===== config.mk =====
export PLATFORM = sky130hd
export DESIGN_NAME = fifo_stream_reader
export DESIGN_NICKNAME = d
export VERILOG_FILES = /design/src/rtl/fifo_stream_reader.sv
export SDC_FILE = /design/constraint.sdc
export NUM_CORES = 1
export LEC_CHECK = 0
export ABC_AREA = 1
export ABC_CLOCK_PERIOD_IN_PS = 2500
export CAP_MARGIN = 20
export CORE_UTILIZATION = 51
export CTS_CLUSTER_SIZE = 40
export DETAILED_ROUTE_END_ITERATION = 10
export PLACE_DENSITY = 0.79
export SYNTH_ARGS = -nofsm -noshare
export SYNTH_HDL_FRONTEND = slang
export SYNTH_SLANG_ARGS = --single-unit

===== constraint.sdc =====
create_clock -name clk -period 2.5 [get_ports clk]
set_clock_uncertainty 0.05 [all_clocks]
set_input_delay 0.25 -clock clk [delete_from_list [all_inputs] [get_ports clk]]
set_output_delay 0.25 -clock clk [all_outputs]
set_load 0.05 [all_outputs]

===== src/rtl/fifo_stream_reader.sv =====
// Read-side adapter: pops a registered-read FIFO and re-presents its data as a
// valid/ready stream through a two-entry buffer with read-credit accounting.
module fifo_stream_reader #(
    parameter int WIDTH       = 16,
    parameter int COUNT_WIDTH = 32
) (
    input  logic                   clk,
    input  logic                   rst,
    output logic                   fifo_rd_en,
    input  logic [WIDTH-1:0]       fifo_rd_data,
    input  logic                   fifo_rd_empty,
    output logic                   m_valid,
    output logic [WIDTH-1:0]       m_data,
    input  logic                   m_ready,
    input  logic                   flush,
    output logic [COUNT_WIDTH-1:0] words_out
);

    logic [WIDTH-1:0] slot0;
    logic [WIDTH-1:0] slot1;
    logic [1:0]       occ;
    logic             inflight;

    logic [WIDTH-1:0] slot0_nxt;
    logic [WIDTH-1:0] slot1_nxt;
    logic [1:0]       occ_nxt;
    logic             pop;
    logic             arrive;
    logic [2:0]       credit;

    assign m_valid = (occ != 2'd0);
    assign m_data  = slot0;
    assign pop     = m_valid & m_ready;
    assign arrive  = inflight & ~flush;

    // Words buffered plus words in flight, after this cycle's pop frees a slot.
    assign credit = {1'b0, occ} + {2'b00, inflight} - {2'b00, pop};

    assign fifo_rd_en = ~rst & ~flush & ~fifo_rd_empty & (credit < 3'd2);

    always_comb begin
        slot0_nxt = slot0;
        slot1_nxt = slot1;
        occ_nxt   = occ;
        if (flush) begin
            occ_nxt = 2'd0;
        end else begin
            unique case (1'b1)
                pop & ~arrive: begin
                    slot0_nxt = slot1;
                    occ_nxt   = occ - 2'd1;
                end
                ~pop & arrive: begin
                    if (occ == 2'd0) begin
                        slot0_nxt = fifo_rd_data;
                    end else begin
                        slot1_nxt = fifo_rd_data;
                    end
                    occ_nxt = occ + 2'd1;
                end
                pop & arrive: begin
                    if (occ == 2'd2) begin
                        slot0_nxt = slot1;
                        slot1_nxt = fifo_rd_data;
                    end else begin
                        slot0_nxt = fifo_rd_data;
                    end
                end
                default: begin
                end
            endcase
        end
    end

    always_ff @(posedge clk) begin
        if (rst) begin
            slot0     <= '0;
            slot1     <= '0;
            occ       <= 2'd0;
            inflight  <= 1'b0;
            words_out <= '0;
        end else begin
            slot0     <= slot0_nxt;
            slot1     <= slot1_nxt;
            occ       <= occ_nxt;
            inflight  <= fifo_rd_en;
            words_out <= words_out + {{(COUNT_WIDTH-1){1'b0}}, pop};
        end
    end

endmodule


==> out/metrics.cfg <==
[status]
status = finished, violations left
violations = design-rule violations, negative setup slack

[timing]
maxClockFrequency_mhz = 363
final_hold_viol_count = 0
holdWs_ns = 0.398
period_share_pct = 110
setup_viol = 1
slew_headroom_pct = 63.0
fin_crit_ns = 2.75
rsz0062_at_grt = true
drv_slew = 0
layout_setup_ws_ns = -0.254
worst_slew_pin_slew_ns = 0.553

[critical_path]
arrival_ns = 2.45
cp_max_fo = 3
cp.required_ns = 2.20
startpoint_type = register
r2r_slack_ns = 0.37
endpoint_kind = output port
ff2ff_path_depth = 14
r2r_end = words_out[16]$_SDFF_PP0_
critPathKind = reg2out
reg2reg_from = occ[0]$_SDFFE_PP0P_

[floorplanning]
dieArea_um2 = 7030
dieWidth_um = 83.8
die_h_um = 83.8
initial_core_util_pct = 53.2
ios = 71
fp-row-count = 29
fp.coreArea_um2 = 6420

[cts]
cts_buffers = 9
h-tree-depth = 3
tritoncts = done
clk_pin_slew_ns = 0.08
cts-root-buf = clkbuf_8
post_cts_buffers = 0
ctsLongestPathBuffers = 2
clock_latency_ns = 0.35
cts_sinks = 67

[route]
route.detailed.drc = 8
dr.pass1.iters = 8
viasPerCell = 5.11
drt_wl_total_um = 8790
wl_per_cell_um = 12.9
vias = 3486
final_antenna_net_count = 0
drt_iter0_markers = 269

[place]
place_ws_ns = -0.152
dpl.hpwl_um = 6370
portBuffers = 70
dp_cells = 666
place_congestion = 0.915

[power_and_ir_drop]
irDropWorstVdd_uv = 350
p_leak_nw = 1.62
powerDensity_nw_per_um2 = 547
total_power_mw = 2.47

[layout]
drive_gt1_share_pct = 8.60
register_area_um2 = 1350
fin_cells = 682
multiInputGateArea_um2 = 1770
final_common_cell = nand2_1
syn_to_final_growth_pct = 32.0
nNetsFinal = 627
diodes = 0
most-common-layout-cells = nand2_1 (125), nor2_1 (97), clkdlybuf4s50_1 (69), dfxtp_1 (66), inv_1 (65)
fill_cells = 555

[synthesis]
synthAdderAreaFrac_pct = 2.42
synth_top_family_by_area = simple AND/OR/NAND/NOR gates
syn_area_um2 = 3420
synth_cell_types = 29
syn_nets = 553
synthCells = 526
syn_avg_cell_area_um2 = 6.49
synth-compound-area-share_pct = 12.8
synth_xor_area_share_pct = 1.28
synthMuxAreaShare_pct = 0
ys_seq_area_share_pct = 39.3
ys_ff_latch = 67
yosys.area_share.simple_pct = 34.0
yosys_warnings = 0

[grt]
grt_pass1_vias = 3137
grt_max_degree = 42
grt_first_pass_wirelength_um = 14700
grt_overflow = 0
grt_usage_pct = 26.6
antenna_found_initial = 0

[job]
cap_viol_max_count = 0

[min_path]
hold_depth = 2
hp-start = slot1[3]$_SDFFE_PP0P_
holdPathEnd = slot1[3]$_SDFFE_PP0P_
holdCritPathClass = reg2reg

## synth_stat cells
cell      count  share of area (%)
nand2_1     125                 14
nor2_1       97                 11
dfxtp_1      67                 39
inv_1        67                7.4
a21oi_1      40                5.9
o21ai_0      33                4.8
nand3_1      32                4.7
buf_2         7                1.0
nor2_2        7                1.3
clkbuf_1      5               0.55
ha_1          5                1.8
o21ai_1       5               0.73
inv_2         4               0.44
nand2_2       4               0.73
nand4_1       4               0.73
xor2_1        4                1.0
o21a_1        3               0.66
buf_6         2               0.66
nand2_4       2               0.66
nor2_4        2               0.66
nor3_1        2               0.29
nor4_1        2               0.37
buf_4         1               0.22
fa_1          1               0.59
o21ai_2       1               0.26
o21bai_1      1               0.22
o31ai_1       1               0.22
or2_2         1               0.18
xnor2_1       1               0.26
## worst max path at each step
stage	from	endpoint	depth (start not counted)
floorplan	occ[1]$_SDFFE_PP0P_	fifo_rd_en	9
global placement	m_ready	fifo_rd_en	9
detailed placement	m_ready	fifo_rd_en	9
CTS	occ[1]$_SDFFE_PP0P_	fifo_rd_en	10
global route	occ[1]$_SDFFE_PP0P_	fifo_rd_en	10
finish	occ[1]$_SDFFE_PP0P_	fifo_rd_en	10
## flip-flops by register name, summed over array words and instances (netlist names)
| name | flops |
|---|---|
| m_data | 16 |
| inflight | 1 |
| occ | 2 |
| slot1 | 16 |
| words_out | 32 |
## report_power, final
part / internal [mW] / total, mW / switching [mW]
Sequential: 1.09 / 1.10 / 0.0112
Clock: 0.667 / 1.11 / 0.442
Combinational: 0.0995 / 0.256 / 0.156
## metal layers
layer | part of all wire, % | global-route usage [%] | wire length, µm | vias up
met5 | 0 | 0 | 0 | -
met4 | 1.6 | 11.6 | 144 | 0
met3 | 6.0 | 4.45 | 530 | 10
met2 | 46 | 41.5 | 4060 | 114
met1 | 46 | 36.1 | 4060 | 1568
li1 | - | - | - | 1794
## cells by family after synthesis
family,count (synthesis)
simple gates,278
buf+inv,86
compound gates,84
flops,67
fa+ha+maj,6
xor+xnor,5
## timing repair
item                                    CTS  global route
cloned                                    0             0
endpoints found under the setup margin    1             1
pin swaps                                 3             0
resized for setup                         2             0
hold buffers                              0             0
## final cells by class
type | instances | area share, %
clock inverters | 6 | 2.50
clock buffers | 10 | 2.83
repair buffers | 78 | 17.4
inverters | 71 | 6.08
flip-flops and latches | 67 | 29.8
well taps | 77 | 2.14
multi-input cells | 373 | 39.2
## critical path, cell delays in order (launching register included)
cell	delay [ns]
dfxtp_4	0.35
nor2_4	0.15
inv_6	0.05
nand2_4	0.08
inv_4	0.04
ha_4	0.19
or2_4	0.22
fa_2	0.35
xor2_2	0.17
nor4_4	0.33
buf_12	0.18
## metrics by stage
step	area [µm²]	TNS, ns	util, %
2_1_floorplan	3460	-0.142	-
3_3_place_gp	4260	-0.135	66.3
3_5_place_dp	4260	-0.152	66.3
4_1_cts	4510	-0.276	70.2
5_1_grt	4510	-0.341	70.2
6_report	4510	-0.254	70.2
(Power assumes the default switching activity.)
